--- src/rtl/rtype_control_unit.sv ---
// rtype_control_unit: multi-cycle RV32I R-type decode/execute/writeback sequencer
module rtype_control_unit #(
  parameter int CNT_W       = 16,
  parameter bit SUPPRESS_X0 = 1'b1
) (
  input  logic             clk,
  input  logic             reset,
  input  logic             instr_valid,
  output logic             instr_ready,
  input  logic [31:0]      instr,
  output logic [4:0]       mem_read_addr_1,
  output logic [4:0]       mem_read_addr_2,
  output logic [4:0]       mem_write_addr,
  output logic [3:0]       alu_ctrl,
  output logic             r_or_w,
  input  logic             zero_flag,
  output logic             busy,
  output logic             done,
  output logic             illegal,
  output logic             last_zero,
  output logic [CNT_W-1:0] retired_count
);
  typedef enum logic [2:0] {IDLE, DECODE, EXECUTE, WRITEBACK, TRAP} state_t;
  state_t           r_state;
  logic [31:0]      r_instr;
  logic             r_ready, r_busy, r_done, r_illegal, r_wr, r_last_zero;
  logic [4:0]       r_rs1, r_rs2, r_rd;
  logic [3:0]       r_alu;
  logic [CNT_W-1:0] r_count;
  logic             w_legal;
  logic [3:0]       w_alu;
  // Decode the latched instruction into legality and ALU operation
  always_comb begin
    w_legal = r_instr[6:0] == 7'b0110011;
    w_alu   = 4'd0;
    case ({r_instr[31:25], r_instr[14:12]})
      {7'h00, 3'd0}: w_alu = 4'd0;
      {7'h20, 3'd0}: w_alu = 4'd1;
      {7'h00, 3'd1}: w_alu = 4'd2;
      {7'h00, 3'd2}: w_alu = 4'd3;
      {7'h00, 3'd3}: w_alu = 4'd4;
      {7'h00, 3'd4}: w_alu = 4'd5;
      {7'h00, 3'd5}: w_alu = 4'd6;
      {7'h20, 3'd5}: w_alu = 4'd7;
      {7'h00, 3'd6}: w_alu = 4'd8;
      {7'h00, 3'd7}: w_alu = 4'd9;
      default:       w_legal = 1'b0;
    endcase
  end
  // Sequencer with registered outputs; pulses default low each cycle
  always_ff @(posedge clk) begin
    if (reset) begin
      r_state     <= IDLE;
      r_instr     <= '0;
      r_ready     <= 1'b1;
      r_busy      <= 1'b0;
      r_done      <= 1'b0;
      r_illegal   <= 1'b0;
      r_wr        <= 1'b0;
      r_last_zero <= 1'b0;
      r_rs1       <= '0;
      r_rs2       <= '0;
      r_rd        <= '0;
      r_alu       <= '0;
      r_count     <= '0;
    end else begin
      r_done    <= 1'b0;
      r_illegal <= 1'b0;
      r_wr      <= 1'b0;
      case (r_state)
        IDLE: if (instr_valid) begin
          r_instr <= instr;
          r_state <= DECODE;
          r_ready <= 1'b0;
          r_busy  <= 1'b1;
        end
        DECODE: if (w_legal) begin
          r_rs1   <= r_instr[19:15];
          r_rs2   <= r_instr[24:20];
          r_rd    <= r_instr[11:7];
          r_alu   <= w_alu;
          r_state <= EXECUTE;
        end else begin
          r_illegal <= 1'b1;
          r_state   <= TRAP;
        end
        EXECUTE: begin
          r_wr    <= !(SUPPRESS_X0 && r_rd == 5'd0);
          r_done  <= 1'b1;
          r_state <= WRITEBACK;
        end
        WRITEBACK: begin
          r_last_zero <= zero_flag;
          r_count     <= r_count + 1'b1;
          r_ready     <= 1'b1;
          r_busy      <= 1'b0;
          r_state     <= IDLE;
        end
        default: begin
          r_ready <= 1'b1;
          r_busy  <= 1'b0;
          r_state <= IDLE;
        end
      endcase
    end
  end
  assign instr_ready     = r_ready;
  assign busy            = r_busy;
  assign done            = r_done;
  assign illegal         = r_illegal;
  assign r_or_w          = r_wr;
  assign last_zero       = r_last_zero;
  assign mem_read_addr_1 = r_rs1;
  assign mem_read_addr_2 = r_rs2;
  assign mem_write_addr  = r_rd;
  assign alu_ctrl        = r_alu;
  assign retired_count   = r_count;
endmodule

--- config.mk ---
export PLATFORM = sky130hd
export DESIGN_NAME = rtype_control_unit
export DESIGN_NICKNAME = d
export VERILOG_FILES = /design/src/rtl/rtype_control_unit.sv
export SDC_FILE = /design/constraint.sdc
export NUM_CORES = 1
export LEC_CHECK = 0
export BUFFER_PORTS_ARGS = -buffer_cell sky130_fd_sc_hd__buf_2
export CAP_MARGIN = 10
export CORE_ASPECT_RATIO = 0.75
export CORE_MARGIN = 2
export CORE_UTILIZATION = 55
export DETAILED_ROUTE_END_ITERATION = 7
export HOLD_SLACK_MARGIN = 0.12
export PLACE_DENSITY_LB_ADDON = 0.1
export SETUP_SLACK_MARGIN = 0.15
export SYNTH_ARGS = -nofsm -noshare
export SYNTH_HDL_FRONTEND = slang
export SYNTH_SLANG_ARGS = --single-unit
--- constraint.sdc ---
create_clock -name clk -period 5.6 [get_ports clk]
set_clock_uncertainty 0.15 [all_clocks]
set_input_delay 1.12 -clock clk [delete_from_list [all_inputs] [get_ports clk]]
set_output_delay 1.12 -clock clk [all_outputs]
set_load 0.005 [all_outputs]
# Yosys cells after proc, flatten, opt, wreduce, memory -nomap -nowiden
# Index checks and enable logic that the tools add are counted.
[word_totals]
word_cells = 53
register_bits = 76
inputBits = 36
out_inout_bits = 41
[op_classes]
addsub = 1
eq_ne = 14
n_reduce_logical = 11
bitwise = 3
n_mux = 11
[ops]
columns = ["operator", "n"]
rows = [
  ["$eq A10 B3 Y1 const B", 4],
  ["$pmux W4 S9", 1],
  ["$eq A10 B2 Y1 const B", 2],
  ["$eq A10 B9 Y1 const B", 2],
  ["$add A16 B1 Y16 const B", 1],
  ["$eq A10 B1 Y1 const B", 1],
  ["$logic_not A10 Y1", 1],
  ["$reduce_or A10 Y1", 1],
  ["$pmux W3 S3", 1],
  ["$eq A7 B6 Y1 const B", 1],
  ["$eq A3 B2 Y1 const B", 2],
  ["$mux W3", 2],
  ["$reduce_and A2 Y1", 3],
  ["$reduce_or A2 Y1", 3],
  ["$logic_not A5 Y1", 1],
  ["$mux W1", 5],
  ["$pmux W1 S2", 2],
  ["$eq A3 B1 Y1 const B", 1],
  ["$logic_not A3 Y1", 1],
  ["$not A1 Y1", 3],
  ["$ne A2 B2 Y1 const B", 1],
  ["$logic_not A1 Y1", 1],
]

# Longest topological paths before layout
# Gate-level depths: netlist (run 1).
[depth]
ltp_word = 5
mapped_depth = 7
ltp_nobuf = 5

# Least setup slack after synthesis (run 1)
# OpenSTA, ideal clock, no wires.
[synth_path]
path_type = "reg2reg"
from = "register r_instr[31]"
to = "register r_rs1[1] (netlist: mem_read_addr_1[1])"
path_slack_ps = 3369
setup_ps = 132
path_stages_with_launch = 7
path_buffers = 2
period_less_slack_ps = 2231
arrival_time_ps = 1948
required_ps = 5318
cell_sequence = "dfxtp_1 or4_4 or4_1 buf_2 buf_2 o31ai_1 a21oi_1"
[synth_between]
elab_chain_len = 4
elab_cells_between_ends = 13
cone_classes = "eq/ne: 9; mux: 1; reduce/logical: 3"
[synth_lines]
columns = ["element", "line_no", "text"]
rows = [
  ["from (decl)", "25", "logic [31:0] r_instr;"],
  ["from (signal assigned)", "72", "r_instr <= instr;"],
  ["$eq A10 B3 Y1 (tied with other cells)", "36", "case ({r_instr[31:25], r_instr[14:12]})"],
  ["$reduce_or A10 Y1 (no source line) (*)", "n/a", ""],
  ["$mux W1 (*)", "36", ""],
  ["$reduce_and A2 Y1 (no source line) (*)", "n/a", ""],
  ["to (signal assigned)", "78", "r_rs1 <= r_instr[19:15];"],
  ["to (decl)", "27", "logic [4:0] r_rs1, r_rs2, r_rd;"],
]
# Every way passes the cells marked *; elsewhere a longest branch is shown, timed or not.
# A chain may end at the register's enable or synchronous reset.

# Worst setup path after layout (run 1)
[layout_path]
from = "register r_instr[31]"
to = "register r_alu[2] (netlist: alu_ctrl[2])"
[layout_between]
elab_chain_len = 4
elab_cells_between_ends = 14
cone_classes = "eq/ne: 9; mux: 2; reduce/logical: 3"
[layout_lines]
columns = ["element", "line_no", "text"]
rows = [
  ["$eq A10 B3 Y1 (tied with other cells)", "36", ""],
  ["$reduce_or A10 Y1 (no source line)", "n/a", ""],
  ["$mux W1", "36", ""],
  ["$reduce_and A2 Y1 (no source line)", "n/a", ""],
  ["to (signal assigned)", "81", "r_alu <= w_alu;"],
  ["to (decl)", "28", "logic [3:0] r_alu;"],
]
# Several ways; a longest one is shown, not always the timed one.

==> key figures, run 1 <==
Outcome
  – Status: completed

Floorplanning
  – Vert. Die Dim: 69.2 um
  – # rows: 23
  – Initial core utilization: 57.7%
  – Die ar.: 0.00630 sq mm
  – Core footprint: 0.00541 sq mm
  – IO Pins: 77
  – Chip Width: 91.0 um

Clocking
  – TritonCTS clock tree: done
  – CTS resizes: 0
  – H-tree depth: 3
  – Clock Sinks: 76
  – Clk buf depth: 2
  – Cts hold-fix bufs: 0
  – Post-CTS setup buffers: 0
  – Cts bufs inserted: 9
  – Clk pin slew, worst setup/hold paths: 80 ps
  – Clk Latency, worst-skew pair: 350 ps
  – Clock Tree Root: clkbuf_8

Logic synthesis
  – Synth Register Bits: 76
  – Synth Net Count: 408
  – Ys Warns: 0
  – Avg Inst Size Synth: 8.41 sq um
  – Unique masters post-synth: 41
  – Sequential share of the synthesized area: 48.8%
  – Cell area after synthesis: 0.00312 sq mm
  – Syn Inst Count: 371

STA
  – WHS: 307 ps
  – Slew Limit Fails: 0
  – Final setup TNS: 0 ps
  – Min Tclk post-route: 2880 ps
  – Count of final hold-check violations: 0
  – Achievable Freq: 348 MHz
  – Relative slew slack: 12.7%
  – Final worst slack: 2720 ps
  – Unrepaired setup endpoints after global routing: false
  – Least-Margin Pin Slew: 1300 ps
  – Setup violators final: 0
  – Final Cycle Share: 51.4%

Pwr
  – Total power: 1.01 mW
  – Lkg Pwr: 1.51 nW
  – Power per cell area: 276 mW/mm^2
  – Max rail drop VDD: 0.000172 V

Placement
  – Setup slack at placement: 2740 ps
  – # port buffers: 76
  – Global placement routability congestion: 0.824
  – Placed inst area: 0.00350 sq mm
  – Estimated wirelength of the detail-placed design: 4.72 mm
  – Dpl cells: 495

Cells and area
  – Non-Filler Instances: 511
  – Final nets: 468
  – Layout area overhead: 17.7%
  – Number of diodes: 0
  – Share of layout cells above drive strength 1: 23.4%
  – Post-route cell area: 0.00367 sq mm
  – # fillers: 493
  – Most frequent cells in the layout: dfxtp_1, buf_2, nand2_1, a21oi_1, nand4_1
  – Util after Layout: 67.9%

Detailed routing
  – WL final: 7.15 mm
  – # DRC: 0
  – Antenna Nets Post-Route: 0
  – Vias per inst: 5.49
  – Drt pass-1 iters: 4
  – DR WL/cell: 14.0 um
  – Vias post-DR: 2803
  – Iter 0 DRT Violations: 183

Setup path
  – Buf/Inv on CP: 0
  – Crit end category: flip-flop
  – Internal reg-to-reg setup slack: 2720 ps
  – Critical Path Start Type: flip-flop
  – Crit Path Class: flip-flop to flip-flop
  – Largest delay contributor family on the critical path: simple AND/OR/NAND/NOR gates
  – WP data required: 5690 ps
  – Worst path max stage delay: 870 ps
  – Worst path slowest cell: nor4_4
  – Crit-path cells: or4_4, nor4_4, nand3_1, mux2_1
  – Max FO, Critical Path: 18
  – Crit path DAT: 2970 ps

GRT
  – Largest net degree at the start of global routing: 53
  – GRT Total Usage: 23.4%
  – Number of global-route vias before repair: 2550
  – Global-route wire length before repair: 11.9 mm
  – Initial antenna violation count: 0
  – GRT overflow: 0

Flow run
  – Max-cap violations: 0

Hold path
  – Hold/Removal Path Class: flip-flop to flip-flop
power by group:
group          total [mW]  leakage (nW)  switching [mW]  internal, mW
clock               0.359        0.0848           0.201         0.158
combinational      0.0824         0.812          0.0507        0.0318
sequential          0.570         0.618          0.0130         0.557
per-layer routing:
layer	up-vias	GRT usage (%)	wire length (um)
li1	1418	-	-
met1	1286	32.1	3480
met2	93	34.3	3150
met3	6	7.93	460
met4	0	8.42	57
met5	-	0	0
registers in the layout, summed over array words and instances, names as in the netlist:
| name | count |
|---|---|
| alu_ctrl | 4 |
| busy | 1 |
| done | 1 |
| illegal | 1 |
| instr_ready | 1 |
| last_zero | 1 |
| mem_read_addr_1 | 5 |
| mem_read_addr_2 | 5 |
| mem_write_addr | 5 |
| r_instr | 32 |
| r_or_w | 1 |
| r_state | 3 |
| retired_count | 16 |
final cells by class:
type / count / area (sq um) / area share [%]
multi-input combinational: 262 / 1480 / 40.2
timing repair buffer: 79 / 403 / 11.0
sequential: 76 / 1520 / 41.4
tap: 75 / 93.8 / 2.56
inverter: 3 / 11.3 / 0.307
clock inverter: 7 / 43.8 / 1.19
clock buffer: 9 / 124 / 3.37
Yosys cell counts (all sizes together):
master / count / area (sq um)
a211oi: 2 / 15.0
dfxtp: 76 / 1520
ha: 1 / 12.5
o22ai: 1 / 6.26
xnor2: 4 / 35.0
clkbuf: 26 / 97.6
or3b: 2 / 17.5
nor3b: 2 / 15.0
and4b: 1 / 10.0
nor2b: 5 / 31.3
xor2: 7 / 61.3
mux2i: 5 / 50.1
mux2: 2 / 22.5
or4b: 1 / 10.0
or4: 5 / 41.3
nand2b: 6 / 37.5
buf: 4 / 20.0
nor2: 18 / 67.6
o21a: 2 / 15.0
nor4b: 1 / 8.76
or3: 5 / 31.3
nand2: 70 / 263
nor3: 4 / 20.0
nand4b: 2 / 17.5
and3: 2 / 12.5
inv: 3 / 11.3
nand3b: 1 / 7.51
a21boi: 1 / 7.51
o21ai: 7 / 35.0
nor4: 3 / 33.8
o21bai: 1 / 7.51
o31ai: 16 / 120
a21oi: 55 / 275
nand3: 6 / 30.0
nand4: 20 / 125
or2: 3 / 18.8
and4: 1 / 8.76
final timing paths:
path                     from           to  depth (start not counted)
setup / recovery  r_instr[31]  alu_ctrl[2]                          4
hold / removal     r_instr[2]   r_instr[2]                          2
setup reg to reg  r_instr[31]  alu_ctrl[2]                          4
hold reg to reg    r_instr[2]   r_instr[2]                          2
worst reg2reg max path: cells and delay by family (launching register included):
kind / cells / cell delay (ps)
and+or+nand+nor: 3 / 1880
muxes: 1 / 420
DFF: 1 / 320
cells by family (layout without fill, tap and decap cells):
kind of cell | after synthesis | after routing | share of synthesized area, %
buf+inv | 33 | 98 | 4.13
xor+xnor | 11 | 11 | 3.09
compound gates | 85 | 85 | 15.4
mux | 7 | 7 | 2.33
simple gates | 158 | 158 | 25.9
flops | 76 | 76 | 48.8
fa+ha+maj | 1 | 1 | 0.401
(Power assumes the default switching activity.)
==> run 2: changes to the inputs <==
Settings changed: CORE_UTILIZATION 55 to 47.
Clock period 5.6 ns to 2.4 ns, I/O delays scaled along.
==> key figures, run 2 (same netlist as run 1, synthesis figures left out) <==
Cells and area
  – Number of diodes: 0 (unchanged)
  – Layout area overhead: 20.7%
  – Most flop-heavy register: r_instr
  – # fillers: 608 (+23%)
  – Most frequent cells in the layout: dfxtp_1, buf_2, nand2_1, a21oi_1, nand4_1
  – Multi-input logic area: 0.00150 sq mm (+1.8%)
  – Share of layout cells above drive strength 1: 25.3% (+1.9 points)
  – Max reg flops: 32 (unchanged)
  – FF/Latch Area: 0.00152 sq mm (unchanged)
  – Util after Layout: 59.3% (-8.5 points)
  – Post-route cell area: 0.00377 sq mm (+2.6%)
  – Non-Filler Instances: 524 (+2.5%)
  – Final nets: 476 (+1.7%)

Detailed routing
  – # DRC: 0 (unchanged)
  – Antenna Nets Post-Route: 0 (unchanged)
  – Iter 0 DRT Violations: 113 (-38%)
  – WL final: 7.53 mm (+5.3%)
  – Vias post-DR: 2841 (+1.4%)
  – DR WL/cell: 14.4 um (+2.7%)
  – Drt pass-1 iters: 4 (unchanged)
  – Vias per inst: 5.42 (-1.2%)

STA
  – Final Cycle Share: 89.5% (+38 points)
  – Slew Limit Fails: 0 (unchanged)
  – WHS: 218 ps (-88.4 ps)
  – Final worst slack: 251 ps (-2470 ps)
  – Relative slew slack: 56.7% (+44 points)
  – Achievable Freq: 465 MHz (+34%)
  – Min Tclk post-route: 2150 ps (-728 ps)
  – Final setup TNS: 0 ps (unchanged)
  – Least-Margin Pin Slew: 650 ps (-651 ps)
  – Setup violators final: 0 (unchanged)
  – Unrepaired setup endpoints after global routing: false
  – Count of final hold-check violations: 0 (unchanged)

Clocking
  – Cts bufs inserted: 9 (unchanged)
  – TritonCTS clock tree: done
  – Clk pin slew, worst setup/hold paths: 70 ps (about the same)
  – Post-CTS setup buffers: 0 (unchanged)
  – Clk Latency, worst-skew pair: 340 ps (about the same)
  – Clk buf depth: 2 (unchanged)
  – H-tree depth: 3 (unchanged)
  – Clock Tree Root: clkbuf_8
  – Clock Sinks: 76 (unchanged)

Outcome
  – Status: completed

Placement
  – Placed inst area: 0.00357 sq mm (+1.9%)
  – # port buffers: 76 (unchanged)
  – Estimated wirelength of the detail-placed design: 5.15 mm (+9.3%)
  – Global placement routability congestion: 0.818 (-0.72%)
  – Dpl cells: 509 (+2.8%)
  – Setup slack at placement: 108 ps (-2630 ps)

Pwr
  – Power per cell area: 635 mW/mm^2 (+130%)
  – Total power: 2.39 mW (+140%)
  – Lkg Pwr: 1.56 nW (+3.0%)
  – Max rail drop VDD: 0.000471 V (+170%)

Floorplanning
  – Die ar.: 0.00731 sq mm (+16%)
  – Initial core utilization: 49.1% (-8.5 points)
  – # rows: 25 (+8.7%)
  – IO Pins: 77 (unchanged)
  – Chip Width: 98.1 um (+7.8%)
  – Vert. Die Dim: 74.6 um (+7.7%)
  – Core footprint: 0.00635 sq mm (+17%)

Setup path
  – Internal reg-to-reg setup slack: 250 ps (-2470 ps)
  – R2r worst-path depth: 5 (+1)
  – R2r startpoint: r_instr[31]
  – R2r endpoint: mem_write_addr[4]
  – WP data required: 2460 ps (-3230 ps)
  – Max FO, Critical Path: 7 (-11)
  – Crit end category: flip-flop
  – Crit Path Class: flip-flop to flip-flop
  – Critical Path Start Type: flip-flop
  – Crit path DAT: 2210 ps (-760 ps)

Hold path
  – Hold/Removal Path Class: input pin to flip-flop
  – Hold Path End: r_instr[30]
  – Hold path depth: 3 (+1)
  – Min-delay src: instr[30]

GRT
  – GRT overflow: 0 (unchanged)
  – Initial antenna violation count: 0 (unchanged)
  – GRT Total Usage: 21.2% (-2.2 points)
  – Number of global-route vias before repair: 2524 (-1.0%)
  – Largest net degree at the start of global routing: 41 (-23%)
  – Global-route wire length before repair: 12.2 mm (+3.0%)

Flow run
  – Max-cap violations: 0 (unchanged)
-- run 2: cell types whose count changed in the layout (fill, tap and decap cells not counted), sizes merged --
cell,change
buf,+8
clkbuf,+4
clkinv,-3
clkinvlp,-2
-- run 2: per-layer routing --
metal	global-route usage [%]	share of wire [%]
met1	28.7	49
met2	33.1	44
met3	7.14	6.3
met4	5.09	0.86
met5	0	0
-- run 2: power breakdown --
group          internal, mW  switching [mW]  leakage, nW
Sequential             1.30          0.0312        0.618
Combinational        0.0783           0.121        0.853
Clock                 0.424           0.435       0.0893
-- run 2: critical path, stage by stage, from the launching register on --
cell	delay, ps
dfxtp_1	310
or4_4	560
or4_4	460
buf_4	190
o31ai_2	240
a21oi_1	100
-- run 2: worst max-delay path by stage --
stage	from	end	slack (ps)	depth (start not counted)
2_1_floorplan	r_instr[31]	mem_read_addr_1[1]	170	6
3_3_place_gp	r_instr[31]	mem_read_addr_1[0]	160	5
3_5_place_dp	r_instr[31]	mem_write_addr[4]	110	5
4_1_cts	r_instr[31]	mem_write_addr[0]	150	5
5_1_grt	r_instr[31]	mem_write_addr[2]	150	5
6_report	r_instr[31]	mem_write_addr[4]	250	5
-- run 2: final cells by class --
class,count,share of cell area [%]
flip-flops and latches,76,40.4
clock inverters,2,0.266
inverters,3,0.299
multi-input cells,262,39.9
clock buffers,13,4.22
repair buffers,87,12.3
well taps,81,2.69
-- run 2: what timing repair did --
action,in CTS,in global routing
hold buffers,0,0
gates resized for setup,2,4
endpoints found under the setup margin,14,14
pin swaps,0,1
==> run 3: changes to the inputs <==
Settings changed: RECOVER_POWER set to 25.
==> key figures, run 3 (same netlist as run 1, synthesis figures left out) <==
Outcome
  – Status: completed

STA
  – Least-Margin Pin Slew: 868 ps (+218 ps)
  – Relative slew slack: 42.1% (-15 points)
  – Count of final hold-check violations: 0 (unchanged)
  – Final setup TNS: 0 ps (unchanged)
  – Min Tclk post-route: 2170 ps (+21.5 ps)
  – Setup violators final: 0 (unchanged)
  – Achievable Freq: 461 MHz (-0.99%)
  – Unrepaired setup endpoints after global routing: false
  – Final Cycle Share: 90.4% (+0.90 points)
  – Slew Limit Fails: 0 (unchanged)

Setup path
  – Crit path DAT: 2210 ps (about the same)
  – Critical Path Start Type: flip-flop
  – Internal reg-to-reg setup slack: 230 ps (-20 ps)
  – R2r startpoint: r_instr[31]
  – Crit end category: flip-flop
  – R2r worst-path depth: 5 (unchanged)
  – Max FO, Critical Path: 7 (unchanged)
  – R2r endpoint: mem_write_addr[3]
  – Crit Path Class: flip-flop to flip-flop
  – WP data required: 2440 ps (-20 ps)

Cells and area
  – Most flop-heavy register: r_instr
  – Share of layout cells above drive strength 1: 22.8% (-2.5 points)
  – # fillers: 618 (+1.6%)
  – Final nets: 476 (unchanged)
  – Multi-input logic area: 0.00150 sq mm (unchanged)
  – Most common cell after layout, fill and taps aside: dfxtp_1
  – Layout area overhead: 20.2%
  – FF/Latch Area: 0.00152 sq mm (unchanged)
  – Most frequent cells in the layout: dfxtp_1, nand2_1, buf_2, a21oi_1, nand4_1
  – Number of diodes: 0 (unchanged)
  – Max reg flops: 32 (unchanged)

Detailed routing
  – Antenna Nets Post-Route: 0 (unchanged)
  – Drt pass-1 iters: 4 (unchanged)
  – WL final: 7.48 mm (-0.77%)
  – Vias post-DR: 2848 (+0.25%)
  – Vias per inst: 5.44 (+0.25%)
  – # DRC: 0 (unchanged)
  – DR WL/cell: 14.3 um (-0.77%)
  – Iter 0 DRT Violations: 98 (-13%)

Pwr
  – Power per cell area: 636 mW/mm^2 (+0.24%)
  – Total power: 2.39 mW (-0.16%)
  – Max rail drop VDD: 0.000472 V (+0.14%)
  – Lkg Pwr: 1.52 nW (-2.9%)

GRT
  – Global-route wire length before repair: 12.2 mm (unchanged)
  – Largest net degree at the start of global routing: 41 (unchanged)
  – Initial antenna violation count: 0 (unchanged)
  – GRT Total Usage: 21.2% (unchanged)
  – Number of global-route vias before repair: 2524 (unchanged)
  – GRT overflow: 0 (unchanged)

Floorplanning
  – Initial core utilization: 49.1% (unchanged)
  – Core footprint: 0.00635 sq mm (unchanged)
  – IO Pins: 77 (unchanged)
  – Chip Width: 98.1 um (unchanged)
  – Die ar.: 0.00731 sq mm (unchanged)
  – # rows: 25 (unchanged)
  – Vert. Die Dim: 74.6 um (unchanged)

Clocking
  – H-tree depth: 3 (unchanged)
  – Clock Sinks: 76 (unchanged)
  – Cts bufs inserted: 9 (unchanged)
  – Clk buf depth: 2 (unchanged)
  – Post-CTS setup buffers: 0 (unchanged)
  – Clk Latency, worst-skew pair: 340 ps (about the same)
  – Clk pin slew, worst setup/hold paths: 70 ps (about the same)
  – TritonCTS clock tree: done
  – Clock Tree Root: clkbuf_8

Hold path
  – Hold path depth: 3 (unchanged)
  – Hold Path End: r_instr[30]
  – Min-delay src: instr[30]
  – Hold/Removal Path Class: input pin to flip-flop

Placement
  – Estimated wirelength of the detail-placed design: 5.15 mm (unchanged)
  – # port buffers: 76 (unchanged)
  – Global placement routability congestion: 0.818 (unchanged)

Flow run
  – Max-cap violations: 0 (unchanged)
==> run 3: cell types whose count changed in the layout (fill, tap and decap cells not counted), sizes merged <==
| cell | delta |
|---|---|
| buf | -10 |
| clkbuf | +10 |
==> run 3: worst max-delay path by stage <==
stage,start,endpoint,slack [ps],cells after the start
4_1_cts,r_instr[31],mem_write_addr[0],150,5
2_1_floorplan,r_instr[31],mem_read_addr_1[1],170,6
3_5_place_dp,r_instr[31],mem_write_addr[4],110,5
5_1_grt,r_instr[31],mem_write_addr[2],120,5
3_3_place_gp,r_instr[31],mem_read_addr_1[0],160,5
6_report,r_instr[31],mem_write_addr[3],230,5
==> run 3: layer usage <==
metal	vias to the layer above	global-route usage [%]	routed length (um)
met3	6	7.14	451
met2	80	33.1	3310
met5	-	0	0
li1	1434	-	-
met1	1328	28.7	3650
met4	0	5.09	63
==> run 3: layout make-up <==
type | count | share of cell area [%]
multi-input cells | 262 | 40.0
inverters | 3 | 0.300
clock buffers | 13 | 4.23
clock inverters | 2 | 0.267
well taps | 81 | 2.70
repair buffers | 87 | 11.9
flip-flops and latches | 76 | 40.5
==> run 3: worst max-delay path, cell delays in order, from the launching register on <==
cell	delay [ps]
dfxtp_1	310
or4_4	560
or4_4	460
buf_4	190
o31ai_1	250
a21oi_1	90
==> run 3: power breakdown <==
part / internal, mW / leakage, nW / total [mW] / switching (mW)
registers: 1.30 / 0.618 / 1.33 / 0.0312
logic: 0.0773 / 0.808 / 0.197 / 0.120
clock network: 0.424 / 0.0893 / 0.857 / 0.433
==> run 3: what timing repair did <==
item | in CTS | in global routing
pin swaps | 0 | 1
setup endpoints to repair | 14 | 14
gates resized for setup | 2 | 4
hold buffers | 0 | 0
==> run 3: stage by stage <==
| stage | hold slack (ps) | instances | utilization [%] | cell area (sq um) | setup WS, ps |
|---|---|---|---|---|---|
| global placement | 290 | 509 | 56.3 | 3570 | 159 |
| floorplan | 281 | 371 | - | 3120 | 169 |
| detailed placement | 294 | 509 | 56.3 | 3570 | 108 |
| finish | 219 | 524 | 59.1 | 3750 | 229 |
| CTS | 201 | 524 | 59.1 | 3750 | 153 |
| global route | 203 | 524 | 59.1 | 3750 | 123 |
